<file path="src/rtl/spi_scratchpad.sv">
// Byte scratch buffer on the SPI command bus: burst writes, burst reads from a
// persistent read pointer, and a running XOR checksum of every byte written.
module spi_scratchpad #(
  parameter int         DEPTH           = 16,
  parameter logic [7:0] WRITE_OPCODE    = 8'hC0,
  parameter logic [7:0] READ_OPCODE     = 8'hC1,
  parameter logic [7:0] ADDRESS_OPCODE  = 8'hC2,
  parameter logic [7:0] CHECKSUM_OPCODE = 8'hC3
) (
  input  logic        clock_in,
  input  logic        reset_n_in,
  input  logic [7:0]  opcode_in,
  input  logic        opcode_valid_in,
  input  logic [7:0]  operand_in,
  input  logic        operand_valid_in,
  input  logic [31:0] operand_count_in,
  output logic [7:0]  response_out,
  output logic        response_valid_out
);

  localparam int AW = $clog2(DEPTH);
  localparam logic [AW-1:0] PTR_ONE = AW'(1'b1);

  typedef enum logic [2:0] {
    S_IDLE     = 3'd0,
    S_WR_ADDR  = 3'd1,
    S_WR_DATA  = 3'd2,
    S_READ     = 3'd3,
    S_CHECKSUM = 3'd4,
    S_IGNORE   = 3'd5
  } state_t;

  state_t        r_state;
  logic          r_ov_q;
  logic          r_addr_only;
  logic [AW-1:0] r_wp;
  logic [AW-1:0] r_rp;
  logic [7:0]    r_cs;
  logic [7:0]    r_rd_q;
  logic [7:0]    r_resp;
  logic          r_resp_valid;
  logic [7:0]    r_mem [DEPTH];
  logic          w_rise;

  assign w_rise             = opcode_valid_in & ~r_ov_q;
  assign response_out       = r_resp;
  assign response_valid_out = r_resp_valid;

  // Sequencer: opcode decode, pointer/array/checksum updates and registered response.
  always_ff @(posedge clock_in or negedge reset_n_in) begin
    if (!reset_n_in) begin
      r_state      <= S_IDLE;
      r_ov_q       <= 1'b0;
      r_addr_only  <= 1'b0;
      r_wp         <= '0;
      r_rp         <= '0;
      r_cs         <= 8'h00;
      r_rd_q       <= 8'h00;
      r_resp       <= 8'h00;
      r_resp_valid <= 1'b0;
      for (int i = 0; i < DEPTH; i++) begin
        r_mem[i] <= 8'h00;
      end
    end else begin
      r_ov_q       <= opcode_valid_in;
      // Array read is staged once so response_out lags a pointer move by two cycles.
      r_rd_q       <= r_mem[r_rp];
      r_resp_valid <= (r_state == S_READ) || (r_state == S_CHECKSUM);

      case (r_state)
        S_READ:     r_resp <= r_rd_q;
        S_CHECKSUM: r_resp <= r_cs;
        default:    r_resp <= 8'h00;
      endcase

      case (r_state)
        S_IDLE: begin
          if (w_rise) begin
            r_addr_only <= 1'b0;
            case (opcode_in)
              WRITE_OPCODE:    r_state <= S_WR_ADDR;
              ADDRESS_OPCODE: begin
                r_state     <= S_WR_ADDR;
                r_addr_only <= 1'b1;
              end
              READ_OPCODE:     r_state <= S_READ;
              CHECKSUM_OPCODE: r_state <= S_CHECKSUM;
              default:         r_state <= S_IGNORE;
            endcase
          end else begin
            r_state <= S_IDLE;
          end
        end
        S_WR_ADDR: begin
          if (operand_valid_in) begin
            if (operand_count_in != 32'd0) begin
              r_state <= S_IGNORE;
            end else if (r_addr_only) begin
              r_rp    <= operand_in[AW-1:0];
              r_state <= S_IGNORE;
            end else begin
              r_wp    <= operand_in[AW-1:0];
              r_state <= S_WR_DATA;
            end
          end else begin
            r_state <= S_WR_ADDR;
          end
        end
        S_WR_DATA: begin
          if (operand_valid_in) begin
            r_mem[r_wp] <= operand_in;
            r_cs        <= r_cs ^ operand_in;
            r_wp        <= r_wp + PTR_ONE;
          end else begin
            r_wp <= r_wp;
          end
        end
        S_READ: begin
          if (operand_valid_in) begin
            r_rp <= r_rp + PTR_ONE;
          end else begin
            r_rp <= r_rp;
          end
        end
        S_CHECKSUM: r_state <= S_CHECKSUM;
        S_IGNORE:   r_state <= S_IGNORE;
        default:    r_state <= S_IDLE;
      endcase

      // Chip-select release wins over any transition above, after the operand is taken.
      if (!opcode_valid_in) begin
        r_state <= S_IDLE;
      end
    end
  end

endmodule

</file>
<file path="config.mk">
export PLATFORM = sky130hd
export DESIGN_NAME = spi_scratchpad
export DESIGN_NICKNAME = d
export VERILOG_FILES = /design/src/rtl/spi_scratchpad.sv
export SDC_FILE = /design/constraint.sdc
export NUM_CORES = 1
export LEC_CHECK = 0
export CORE_UTILIZATION = 40
export CTS_CLUSTER_DIAMETER = 60
export CTS_CLUSTER_SIZE = 12
export DETAILED_ROUTE_END_ITERATION = 16
export SYNTH_ARGS = -nofsm -noshare
export SYNTH_HDL_FRONTEND = slang
export SYNTH_SLANG_ARGS = --single-unit
</file>
<file path="constraint.sdc">
create_clock -name clock_in -period 1.89 [get_ports clock_in]
set_clock_uncertainty 0.05 [all_clocks]
set_input_delay 0.2835 -clock clock_in [delete_from_list [all_inputs] [get_ports clock_in]]
set_output_delay 0.2835 -clock clock_in [all_outputs]
set_load 0.01 [all_outputs]
</file>
# After elaboration in Yosys (flattened, before gate mapping)
# Cells that the tools add are included.
# Widths: inputs -> output; s select.
dict set report word_totals {
  output_inout_bits 9
  input_bits 52
  reg_bits 166
}
dict set report classes {
  reduce_logical 12
  n_addsub 2
  eq_ne 16
  magnitude_cmp 3
  n_mux 25
  bitwise_logic 5
}
# operator n
set op_table {}
lappend op_table {{$bwmux 128} 1}
lappend op_table {{$bmux 8 s4} 1}
lappend op_table {{$demux 8 s4} 1}
lappend op_table {{$eq 8x8->1 const B} 4}
lappend op_table {{$mux 4} 8}
lappend op_table {{$reduce_bool 32->1} 1}
lappend op_table {{$mux 8} 3}
lappend op_table {{$pmux 4 s2} 2}
lappend op_table {{$pmux 8 s2} 1}
lappend op_table {{$mux 3} 5}
lappend op_table {{$pmux 3 s5} 1}
lappend op_table {{$ne 2x2->1 const B} 7}
lappend op_table {{$ge 5x5->1 const B} 2}
lappend op_table {{$not 4->5} 2}
lappend op_table {{$reduce_and 5->1} 2}
lappend op_table {{$pmux 3 s3} 1}
lappend op_table {{$add 4x1->4 const B} 2}
lappend op_table {{$xor 8x8->8} 1}
lappend op_table {{$eq 3x2->1 const B} 2}
lappend op_table {{$eq 3x3->1 const B} 2}
lappend op_table {{$lt 5x1->1 const B} 1}
lappend op_table {{$reduce_and 2->1} 2}
lappend op_table {{$reduce_bool 2->1} 2}
lappend op_table {{$reduce_or 2->1} 2}
lappend op_table {{other kinds (7)} 7}

# Logic depth before layout (Yosys ltp)
# Gate-level depths: netlist of the first run.
dict set report logic_depth {
  ltp_word 6
  depth_mapped 7
  depth_no_buf 5
}

# Worst setup path before layout of the first run
# Ideal clock, no wire load.
dict set report synth_timing {
  kind {reg-to-reg}
  from {register r_state[0]}
  to {register r_mem[39] (netlist name)}
  path_buffers 1
  stages_incl_launch_ff 6
  arrival_ps 1583
  setup_slack_ps 129
  path_cell_list {dfrtp_1 -> buf_2 -> nand3b_1 -> nor3b_2 -> nand2_2 -> mux2_1}
}
dict set report synth_between {
  elab_chain_cells 2
}
# element line_no
set synth_rtl {}
lappend synth_rtl {{start, declared} 33} ;# state_t r_state;
lappend synth_rtl {{start signal, assigned} 52} ;# r_state <= S_IDLE;
lappend synth_rtl {{start signal, assigned} 81} ;# WRITE_OPCODE: r_state <= S_WR_ADDR;
lappend synth_rtl {{start signal, assigned} 83} ;# r_state <= S_WR_ADDR;
lappend synth_rtl {{$eq 3x2->1} 76} ;# case (r_state)
lappend synth_rtl {{$reduce_and 2->1 (no line)} -}
lappend synth_rtl {{end signal, assigned by index} 111} ;# r_mem[r_wp] <= operand_in;
lappend synth_rtl {{end, declared} 42} ;# logic [7:0] r_mem [DEPTH];
# No other way between the ends.
# A chain may end at the register's enable or synchronous reset.

# Worst setup path in the final report of the first run
dict set report layout_timing {
  from {register r_state[2]}
  to {register r_mem[117] (netlist name)}
}
# Same word-level chain as after synthesis.

==> impl_results.rst, run 1 <==
.. list-table::
   :header-rows: 1

   * - Metric
     - Value
   * - Total of fill cells in the finished design
     - 1614
   * - Power density of the placed cells
     - 824.4 nW/um^2
   * - Result of the run
     - finished with violations
   * - Die boundary height
     - 139.8 um
   * - Sequential area share after synthesis
     - 54.71%
   * - Number of diodes
     - 0
   * - Total track usage
     - 19.92%
   * - Post-layout nets
     - 708
   * - Maximum clock path buffer count
     - 2
   * - Post-synthesis cell type with the largest combined area
     - sky130_fd_sc_hd__dfrtp_1
   * - Mapped Area
     - 7592 um^2
   * - Per-cell via count in the routed design
     - 5.469
   * - Number of buffers inserted by port buffering
     - 60
   * - Number of design-rule violations left by the first detailed-router iteration
     - 279
   * - First-pass GRT wire length
     - 29.44 mm
   * - Final Routed Wirelength
     - 18.04 mm
   * - Final Hold Fails
     - 0
   * - Gate Count Post-Synth
     - 559
   * - Max-slew headroom
     - 60.19%
   * - Placer's final routability congestion estimate
     - 0.8304
   * - Data arrival time at the worst-slack endpoint
     - 2.16 ns
   * - Worst Hold Class
     - in2async
   * - Accumulated negative setup slack
     - -0.07377 ns
   * - Via count of the first global-routing pass
     - 5303
   * - Clock-pin transition on the worst setup and hold timing paths
     - 0.06 ns
   * - Number of clock buffers inserted by TritonCTS
     - 17
   * - Share of final-layout standard cells stronger than drive strength 1
     - 35.54%
   * - Reg-to-Reg End
     - r_mem[117]
   * - Biggest fanout along the worst timing path
     - 8
   * - Remaining global-route overflow
     - 0
   * - Average footprint of a synthesized cell
     - 13.58 um^2
   * - Total of flip-flops plus latches after synthesis
     - 166
   * - Post-synth net total
     - 616
   * - Maximum number of pins on one net before global-route repair
     - 50
   * - Commonest register cell after synthesis
     - sky130_fd_sc_hd__dfrtp_1
   * - Area grow syn2layout
     - 25.25%
   * - Unrepaired setup endpoints after global routing
     - yes
   * - Area of the die
     - 19540 um^2
   * - CTS Sinks
     - 166
   * - Number of max-slew violations in the final report
     - 0
   * - Avg WL per Cell
     - 20.09 um
   * - Highest clock frequency the design can meet
     - 525.3 MHz
   * - Clock tree from TritonCTS
     - yes
   * - Final routed DRC violation total
     - 0
   * - Static leakage power
     - 4.718 nW
   * - Cell at the root of the clock tree
     - sky130_fd_sc_hd__clkbuf_16
   * - Area of the placeable core
     - 18640 um^2
   * - Num rows
     - 50
   * - Final period utilization
     - 100.7%
   * - Chip Width
     - 139.8 um
   * - Number of enable flip-flop cells after synthesis
     - 0
   * - Main area contributors after synthesis
     - sky130_fd_sc_hd__dfrtp_1 (55%), sky130_fd_sc_hd__mux2_2 (17%), sky130_fd_sc_hd__mux4_2 (4.7%)
   * - Effective utilization at floorplan
     - 40.72%
   * - Proportion of netlist area held by the largest area contributor
     - 54.71%
   * - Slack of the worst reg-to-reg path
     - -0.01 ns
   * - Post-detail-place hpwl
     - 12.62 mm
   * - IR Drop Worst-Case VDD
     - 0.5080 mV
   * - Synth cell types
     - 46
   * - Violations in the final reports
     - setup timing
   * - Worst reg2reg path startpoint
     - r_state[2]
   * - Number of cells on the worst reg-to-reg path
     - 7
   * - Startpoint types
     - register
   * - Number of vias after detailed routing
     - 4911
   * - Fraction of registers with async set or reset after synthesis
     - 100.0%
   * - First drt pass iteration count
     - 4
   * - Worst Tran Pin Value
     - 0.5938 ns
   * - I/O pin count
     - 61
   * - Final worst slack
     - -0.01379 ns
   * - Remaining number of nets flagged by the antenna check after routing
     - 0
   * - Required time of the critical path
     - 2.15 ns
   * - Synth warnings
     - 0
   * - Insertion delay to the later sink of the worst-skew pair
     - 0.42 ns
   * - Critical path start-end classification
     - reg2reg
   * - Placement Setup Slack
     - -0.3674 ns
   * - Htree depth
     - 4
   * - Initial antenna violation count
     - 0
   * - Number of maximum-capacitance constraint violations
     - 0
   * - Category of the worst setup path capture point
     - register
   * - Post-layout minimum cycle time
     - 1.904 ns
   * - Final-report setup violation count
     - 12
[stage by stage]
stage / utilization, % / cells / power, W / hold slack [ns] / cell area, um^2
3_3_place_gp: 47.27 / 866 / 0.004325 / 0.2007 / 8812
4_1_cts: 50.60 / 899 / 0.007907 / 0.3226 / 9434
5_1_grt: 51.01 / 898 / 0.008138 / 0.3462 / 9509
6_report: 51.01 / 898 / 0.007839 / 0.3068 / 9509
3_5_place_dp: 47.27 / 866 / 0.004344 / 0.2032 / 8812
2_1_floorplan: - / 559 / 0.003965 / -0.06209 / 7592
[cell type report]
cell class	count	area, um^2	area share, %
Sequential cell	166	4155	43.70
Multi-Input combinational cell	352	3372	35.46
Timing Repair Buffer	108	1060	11.14
Clock buffer	18	429.2	4.513
Tap cell	234	292.8	3.079
Clock inverter	14	177.7	1.868
Inverter	6	22.52	0.2368
[critical path, cell delays in order, from the launching register on]
cell and delay [ns]:
sky130_fd_sc_hd__dfrtp_1 0.42, sky130_fd_sc_hd__nor2b_1 0.17, sky130_fd_sc_hd__nand3b_1 0.21, sky130_fd_sc_hd__nor3_2 0.24, sky130_fd_sc_hd__buf_4 0.16, sky130_fd_sc_hd__nand2_1 0.09
sky130_fd_sc_hd__buf_12 0.17, sky130_fd_sc_hd__mux2_2 0.27
[worst max path at each step]
| stage | cells past startpoint | endpoint | startpoint | slack (ns) |
|---|---|---|---|---|
| 4_1_cts | 7 | r_mem[117] | r_state[2] | 0.003 |
| 3_3_place_gp | 7 | r_mem[39] | operand_valid_in | -0.33 |
| 6_report | 7 | r_mem[117] | r_state[2] | -0.01 |
| 2_1_floorplan | 5 | r_mem[39] | r_state[0] | 0.13 |
| 3_5_place_dp | 7 | r_mem[100] | operand_valid_in | -0.37 |
| 5_1_grt | 7 | r_mem[117] | r_state[2] | -0.12 |
[state kept, by name, indices dropped and copies added (netlist names)]
signal / count
r_mem: 128
r_cs: 8
r_rd_q: 8
response_out: 8
r_rp: 4
r_wp: 4
r_state: 3
r_addr_only: 1
r_ov_q: 1
response_valid_out: 1
[routing by layer]
layer  routed length [um]  GRT usage [%]  part of all wire (%)
met3                  588          4.095                   3.3
met5                    0              0                     0
met4                  190          5.899                   1.1
met1                 8225          26.07                    46
met2                 9034          33.34                    50
[Yosys cell counts, drive strengths merged, types with 2 or more instances]
cell    number
a22oi        8
and3         2
and2         3
dfrtp      166
a221oi      16
o21ai       17
o31ai        2
nor3         4
mux2       128
ha           5
mux4        16
o22ai        3
a31oi        4
nor4        10
nor2b        4
nor2         4
nor3b        2
clkbuf      23
nand2       43
nand3        5
buf         12
a22o         8
mux2i       34
or2          2
xnor2        8
a21oi        7
inv          6
nand2b       2
nand4        4
[cell usage in the layout (no fill, tap or decap), drive strengths merged, types with 3 or more instances in the layout]
cell type and n:
inv 8, ha 5, nor3 4, clkinv 3, bufinv 3, a21oi 7
clkdlybuf4s50 59, and2 3, a221oi 16, mux2 128, nor2 4, a22o 8
mux4 16, buf 48, nand3 5, nor4 10, o21ai 17, dfrtp 166
a31oi 4, nor2b 4, a22oi 8, o22ai 3, clkinvlp 6, nand2 43
nand4 4, xnor2 8, mux2i 34, clkbuf 18
[power by group]
group / internal, W / switching [W] / leakage [nW]
Sequential: 0.00361 / 0.0000324 / 2.29
Combinational: 0.000283 / 0.000368 / 2.15
Clock: 0.00209 / 0.00146 / 0.277
Total: 0.00598 / 0.00186 / 4.72
[what timing repair did]
item / in CTS / in global routing
buffers inserted: 0 / 1
endpoints found under the setup margin: 13 / 139
hold buffers: 1 / 0
hold endpoints to repair: 41 / 0
pin swaps: 1 / 1
gates resized for setup: 2 / 25
[cells by family (layout without fill, tap and decap cells)]
| kind of cell | Yosys count | in the layout | share of synthesized area (%) |
|---|---|---|---|
| multiplexers | 178 | 178 | 28.21 |
| buffers and inverters | 41 | 146 | 2.258 |
| AO/OA/AOI/OAI | 70 | 70 | 6.477 |
| adder cells (fa/ha/maj) | 5 | 5 | 0.8240 |
| flip-flops | 166 | 166 | 54.71 |
| AND/OR/NAND/NOR | 91 | 91 | 6.592 |
| XOR/XNOR | 8 | 8 | 0.9229 |
No activity file was read; power rests on OpenSTA's default activity.
==> run 2: changes to the inputs <==
--- a/config.mk
+++ b/config.mk
@@ -9,6 +9,7 @@
 export CTS_CLUSTER_DIAMETER = 60
 export CTS_CLUSTER_SIZE = 12
 export DETAILED_ROUTE_END_ITERATION = 16
+export SLEW_MARGIN = 30
 export SYNTH_ARGS = -nofsm -noshare
 export SYNTH_HDL_FRONTEND = slang
 export SYNTH_SLANG_ARGS = --single-unit
==> run 2 against run 1 <==
The flow still finishes with violations (setup timing). Sequential power hardly changed. Final cell count down 0.11%. Global-route usage hardly changed. Critical path depth fell by 1. Die area did not move. Worst setup slack better by 0.0099 ns. Routed wire length decreased by 0.17%. Non-clock buffer count is 1 lower. Core utilization shrank 0.13 points. Maximum frequency grew 0.52%. Critical path type unchanged.
==> impl_results.rst, run 2 (synthesis results as in run 1) <==
.. list-table::
   :header-rows: 1

   * - Metric
     - Value
   * - Result of the run
     - finished with violations
   * - Violations in the final reports
     - setup timing
   * - Static leakage power
     - 4.803 nW
   * - Num rows
     - 50
   * - Placer's final routability congestion estimate
     - 0.8304
   * - Biggest fanout along the worst timing path
     - 8
   * - Cell at the root of the clock tree
     - sky130_fd_sc_hd__clkbuf_16
   * - Storage element area
     - 4155 um^2
   * - Chip Width
     - 139.8 um
   * - Total of fill cells in the finished design
     - 1598
   * - Final period utilization
     - 100.2%
   * - Via count of the first global-routing pass
     - 5296
   * - Category of the worst setup path capture point
     - register
   * - First-pass GRT wire length
     - 29.38 mm
   * - Power density of the placed cells
     - 827.5 nW/um^2
   * - Remaining number of nets flagged by the antenna check after routing
     - 0
   * - Post-detail-place hpwl
     - 12.62 mm
   * - Unrepaired setup endpoints after global routing
     - yes
   * - Post-layout minimum cycle time
     - 1.894 ns
   * - Post-route core utilization
     - 50.88%
   * - Worst Hold Class
     - in2async
   * - Highest clock frequency the design can meet
     - 528.0 MHz
   * - Data arrival time at the worst-slack endpoint
     - 2.16 ns
   * - Number of maximum-capacitance constraint violations
     - 0
   * - Area of the placeable core
     - 18640 um^2
   * - Non-filler instance count after layout
     - 897
   * - Number of clock buffers inserted by TritonCTS
     - 17
   * - Area grow syn2layout
     - 24.93%
   * - Clock-pin transition on the worst setup and hold timing paths
     - 0.07 ns
   * - Max-slew headroom
     - 56.76%
   * - First drt pass iteration count
     - 4
   * - Placed cell count
     - 866
   * - Number of cells on the worst reg-to-reg path
     - 6
   * - Number of vias after detailed routing
     - 4898
   * - Die boundary height
     - 139.8 um
   * - IR Drop Worst-Case VDD
     - 0.5154 mV
   * - Insertion delay to the later sink of the worst-skew pair
     - 0.44 ns
   * - Final worst slack
     - -0.003933 ns
   * - Final Routed Wirelength
     - 18.01 mm
   * - Htree depth
     - 4
   * - Clock tree from TritonCTS
     - yes
   * - Share of final-layout standard cells stronger than drive strength 1
     - 36.65%
   * - Initial antenna violation count
     - 0
   * - Critical path start-end classification
     - reg2reg
   * - Final-report setup violation count
     - 1
   * - Most frequent standard cell in the layout excluding fill and tap cells
     - sky130_fd_sc_hd__dfrtp_1
   * - Commonest non-fill, non-tap cells in the layout
     - sky130_fd_sc_hd__dfrtp_1 (165), sky130_fd_sc_hd__mux2_2 (114), sky130_fd_sc_hd__clkdlybuf4s50_1 (59)
   * - Area of the die
     - 19540 um^2
   * - Effective utilization at floorplan
     - 40.72%
   * - Required time of the critical path
     - 2.16 ns
   * - I/O pin count
     - 61
   * - Final Hold Fails
     - 0
   * - Startpoint types
     - register
   * - Footprint of the multi-input gates
     - 3391 um^2
   * - Flip-flop count of the largest register, all copies and words added
     - 128
   * - Final routed DRC violation total
     - 0
   * - Number of diodes
     - 0
   * - Number of max-slew violations in the final report
     - 0
   * - CTS Sinks
     - 166
   * - Remaining global-route overflow
     - 0
   * - Maximum clock path buffer count
     - 2
   * - Avg WL per Cell
     - 20.08 um
   * - Maximum number of pins on one net before global-route repair
     - 50
   * - Number of buffers inserted by port buffering
     - 60
   * - Register name with the most flops
     - r_mem
   * - Worst Tran Pin Value
     - 0.6451 ns
   * - Per-cell via count in the routed design
     - 5.460
   * - Placement Setup Slack
     - -0.3675 ns
   * - Number of design-rule violations left by the first detailed-router iteration
     - 350
   * - Total track usage
     - 19.93%
   * - Post-layout nets
     - 707
[run 2: layout make-up]
class | count | share of cell area, %
Tap cell | 234 | 3.087
Inverter | 6 | 0.2374
Multi-Input combinational cell | 352 | 35.75
Clock inverter | 14 | 1.741
Clock buffer | 18 | 4.630
Sequential cell | 166 | 43.81
Timing Repair Buffer | 107 | 10.75
[run 2: power breakdown]
| part | total [W] | internal [W] | switching, W |
|---|---|---|---|
| Sequential | 0.00364 | 0.00361 | 0.0000301 |
| Clock | 0.00355 | 0.00202 | 0.00153 |
| Combinational | 0.000666 | 0.000288 | 0.000377 |
| Total | 0.00785 | 0.00592 | 0.00193 |
[run 2: stage by stage]
stage	setup TNS, ns	instance area, um^2	power [W]	hold slack [ns]
final	-0.003933	9485	0.007849	0.3059
after CTS	0	9437	0.007906	0.3122
after detailed placement	-35.62	8820	0.004346	0.2044
after global routing	-4.447	9485	0.008139	0.3450
after floorplan	0	7592	0.003965	-0.06209
after global placement	-33.13	8812	0.004325	0.2007
[run 2: path summary, 6_finish.rpt]
kind	startpoint	endpoint	slack, ns
worst max-delay path	r_state[2]	r_mem[53]	-0.004
worst min-delay path	reset_n_in	r_rd_q[5]	0.31
worst max register to register	r_state[2]	r_mem[53]	-0.004
worst min register to register	r_cs[0]	r_cs[0]	0.42
max in group asynchronous	reset_n_in	response_out[5]	0.84
min in group clock_in	opcode_valid_in	r_ov_q	0.42
[run 2: what timing repair did]
action | CTS | global route
pin swaps | 1 | 2
hold buffers | 1 | 0
buffers inserted | 0 | 2
hold endpoints to repair | 41 | 0
gates resized for setup | 1 | 26
cloned | 0 | 0
endpoints found under the setup margin | 3 | 131
[run 2: metal layers]
layer / vias to the layer above / share of wire [%] / global-route usage, %
met1: 2543 / 46 / 26.53
li1: 2260 / - / -
met3: 21 / 3.3 / 3.992
met5: - / 0 / 0
met2: 74 / 50 / 32.47
met4: 0 / 1.3 / 6.883
[run 2: worst max-delay path, stage by stage, from the launching register on]
cell	delay [ns]
sky130_fd_sc_hd__dfrtp_1	0.42
sky130_fd_sc_hd__nor2b_1	0.17
sky130_fd_sc_hd__nand3b_1	0.22
sky130_fd_sc_hd__nor3b_2	0.21
sky130_fd_sc_hd__buf_4	0.19
sky130_fd_sc_hd__nand2_2	0.18
sky130_fd_sc_hd__mux2_2	0.33
==> run 3: changes to the inputs <==
--- a/config.mk
+++ b/config.mk
@@ -5,7 +5,7 @@
 export SDC_FILE = /design/constraint.sdc
 export NUM_CORES = 1
 export LEC_CHECK = 0
-export CORE_UTILIZATION = 40
+export CORE_UTILIZATION = 38
 export CTS_CLUSTER_DIAMETER = 60
 export CTS_CLUSTER_SIZE = 12
 export DETAILED_ROUTE_END_ITERATION = 16
==> run 3 against run 2 <==
The flow still finishes with violations (setup timing). Largest power group unchanged. Sequential power about the same. Clock power shrank 3%. Critical path type unchanged. Highest routed layer unchanged. Non-clock buffer count is 10 higher.
==> impl_results.rst, run 3 (synthesis results as in run 1) <==
.. list-table::
   :header-rows: 1

   * - Metric
     - Value
   * - Result of the run
     - finished with violations
   * - Violations in the final reports
     - setup timing
   * - Relative contribution of combinational cells to total power
     - 8.5%
   * - Num rows
     - 51
   * - Delay contributed by the slowest stage of the critical path
     - 0.45 ns
   * - Biggest fanout along the worst timing path
     - 8
   * - Number of diodes
     - 0
   * - Clock share of power
     - 44.4%
   * - Clock-pin transition on the worst setup and hold timing paths
     - 0.07 ns
   * - Clock tree from TritonCTS
     - yes
   * - Total of fill cells in the finished design
     - 1716
   * - Die boundary height
     - 143.4 um
   * - Worst Tran Pin Value
     - 0.4563 ns
   * - Effective utilization at floorplan
     - 38.88%
   * - Accumulated negative setup slack
     - -0.09760 ns
   * - Worst Hold Class
     - in2async
   * - Data arrival time at the worst-slack endpoint
     - 2.18 ns
   * - Htree depth
     - 4
   * - Number of buffers inserted by port buffering
     - 60
   * - Chip Width
     - 143.4 um
   * - Most frequent standard cell in the layout excluding fill and tap cells
     - sky130_fd_sc_hd__dfrtp_1
   * - Via count of the first global-routing pass
     - 5360
   * - Cells traversed along the worst timing path
     - nor2b_2 -> nand3b_1 -> nor3_2 -> buf_4 -> nand2_2 -> buf_12 -> mux2_2
   * - Net switching share of the total power
     - 24.12%
   * - Remaining number of nets flagged by the antenna check after routing
     - 0
   * - Maximum number of pins on one net before global-route repair
     - 50
   * - Final period utilization
     - 100.9%
   * - Post-detail-place hpwl
     - 12.97 mm
   * - Proportion of power drawn by flip-flops and latches
     - 47.1%
   * - Static leakage power
     - 4.780 nW
   * - Area grow syn2layout
     - 26.62%
   * - Number of vias after detailed routing
     - 4974
   * - Initial antenna violation count
     - 0
   * - Per-cell via count in the routed design
     - 5.303
   * - Final-report setup violation count
     - 13
   * - Maximum clock path buffer count
     - 2
   * - Post-layout nets
     - 717
   * - Number of max-slew violations in the final report
     - 0
   * - Remaining global-route overflow
     - 0
   * - I/O pin count
     - 61
   * - Cell at the root of the clock tree
     - sky130_fd_sc_hd__clkbuf_16
   * - Final Hold Fails
     - 0
   * - Number of design-rule violations left by the first detailed-router iteration
     - 351
   * - Total track usage
     - 19.49%
   * - Area of the placeable core
     - 19530 um^2
   * - First-pass GRT wire length
     - 29.83 mm
   * - Unrepaired setup endpoints after global routing
     - yes
   * - Insertion delay to the later sink of the worst-skew pair
     - 0.43 ns
   * - Final cell area excluding filler cells
     - 9613 um^2
   * - Net switching power
     - 0.001872 W
   * - Register name with the most flops
     - r_mem
   * - Final Routed Wirelength
     - 18.36 mm
   * - CTS Sinks
     - 166
   * - Number of maximum-capacitance constraint violations
     - 0
   * - Storage element area
     - 4158 um^2
   * - Power density of the placed cells
     - 807.2 nW/um^2
   * - Total placed instance area
     - 8901 um^2
   * - Final worst slack
     - -0.01703 ns
   * - First drt pass iteration count
     - 5
   * - Footprint of the multi-input gates
     - 3364 um^2
   * - IR Drop Worst-Case VDD
     - 0.5515 mV
   * - Flip-flop count of the largest register, all copies and words added
     - 128
   * - Highest clock frequency the design can meet
     - 524.4 MHz
   * - Category of the worst setup path capture point
     - register
   * - Startpoint types
     - register
   * - Number of clock buffers inserted by TritonCTS
     - 17
   * - Critical path start-end classification
     - reg2reg
   * - Crit path max-delay cell type
     - sky130_fd_sc_hd__dfrtp_2
   * - Area of the die
     - 20550 um^2
   * - Avg WL per Cell
     - 19.57 um
   * - Final routed DRC violation total
     - 0
   * - Share of final-layout standard cells stronger than drive strength 1
     - 37.15%
   * - Required time of the critical path
     - 2.16 ns
   * - Internal power
     - 0.005888 W
   * - Commonest non-fill, non-tap cells in the layout
     - sky130_fd_sc_hd__dfrtp_1 (163), sky130_fd_sc_hd__mux2_2 (109), sky130_fd_sc_hd__clkdlybuf4s50_1 (59)
   * - Post-layout minimum cycle time
     - 1.907 ns
   * - Placement Setup Slack
     - -0.3574 ns
   * - Max-slew headroom
     - 69.44%
   * - Placer's final routability congestion estimate
     - 0.7967
-- run 3: cell types whose count changed in the layout (fill, tap and decap cells not counted), moves of 3 or more --
cell | before | now
sky130_fd_sc_hd__inv_6 | 6 | 2
sky130_fd_sc_hd__clkinv_2 | 0 | 3
sky130_fd_sc_hd__mux2_2 | 114 | 109
sky130_fd_sc_hd__a221oi_2 | 5 | 0
sky130_fd_sc_hd__a221oi_1 | 11 | 16
sky130_fd_sc_hd__nand2_2 | 3 | 7
sky130_fd_sc_hd__buf_4 | 41 | 47
sky130_fd_sc_hd__clkinv_4 | 3 | 6
sky130_fd_sc_hd__buf_12 | 5 | 9
sky130_fd_sc_hd__nand2_4 | 9 | 3
sky130_fd_sc_hd__mux2_4 | 3 | 8
-- run 3: layout make-up --
cell class | count | share of cell area, %
well taps | 265 | 3.449
clock inverters | 14 | 1.588
clock buffers | 18 | 4.569
multi-input cells | 352 | 35.00
inverters | 6 | 0.2343
repair buffers | 117 | 11.91
flip-flops and latches | 166 | 43.25
-- run 3: what timing repair did --
| action | CTS | global route |
|---|---|---|
| endpoints found under the hold margin | 33 | 0 |
| setup buffers | 0 | 4 |
| hold buffers | 1 | 0 |
| cloned | 0 | 0 |
| endpoints found under the setup margin | 2 | 134 |
| pin swaps | 0 | 3 |
| resized for setup | 1 | 26 |
-- run 3: path summary, 6_finish.rpt --
| kind | from | end | slack [ns] | depth (start not counted) |
|---|---|---|---|---|
| min in group clock_in | opcode_valid_in | r_ov_q | 0.41 | 2 |
| max in group asynchronous | reset_n_in | r_rp[3] | 0.91 | 3 |
| worst min register to register | r_rd_q[4] | response_out[4] | 0.42 | 1 |
| worst min-delay path | reset_n_in | r_mem[85] | 0.28 | 2 |
| worst max-delay path | r_state[2] | r_mem[108] | -0.02 | 7 |
| worst max register to register | r_state[2] | r_mem[108] | -0.02 | 7 |
-- run 3: metal layers --
layer	track usage, %	share of wire (%)
met5	0	0
met4	5.487	1.2
met3	3.765	3.5
met2	32.12	50
met1	26.21	46
-- run 3: through the flow --
step	std cells	util (%)	power (W)	hold slack (ns)
2_1_floorplan	559	-	0.003965	-0.06209
3_3_place_gp	902	45.59	0.004365	0.1652
3_5_place_dp	902	45.59	0.004372	0.1687
4_1_cts	935	48.69	0.007823	0.2862
5_1_grt	938	49.23	0.008046	0.3220
6_report	938	49.23	0.007760	0.2794
-- run 3: power by group through the flow --
stage	combinational (W)	clock (W)	sequential [W]
final	0.000661	0.00345	0.00365
after detailed placement	0.000657	0	0.00372
after global placement	0.000648	0	0.00372
after global routing	0.000719	0.00367	0.00366
after floorplan	0.000272	0	0.00369
after CTS	0.000660	0.00351	0.00365
-- run 3: critical path: cells and delay by family, from the launching register on --
family                 cells  cell delay (ns)
AND/OR/NAND/NOR            4             0.69
flip-flops                 1             0.45
buffers and inverters      2             0.33
multiplexers               1             0.27
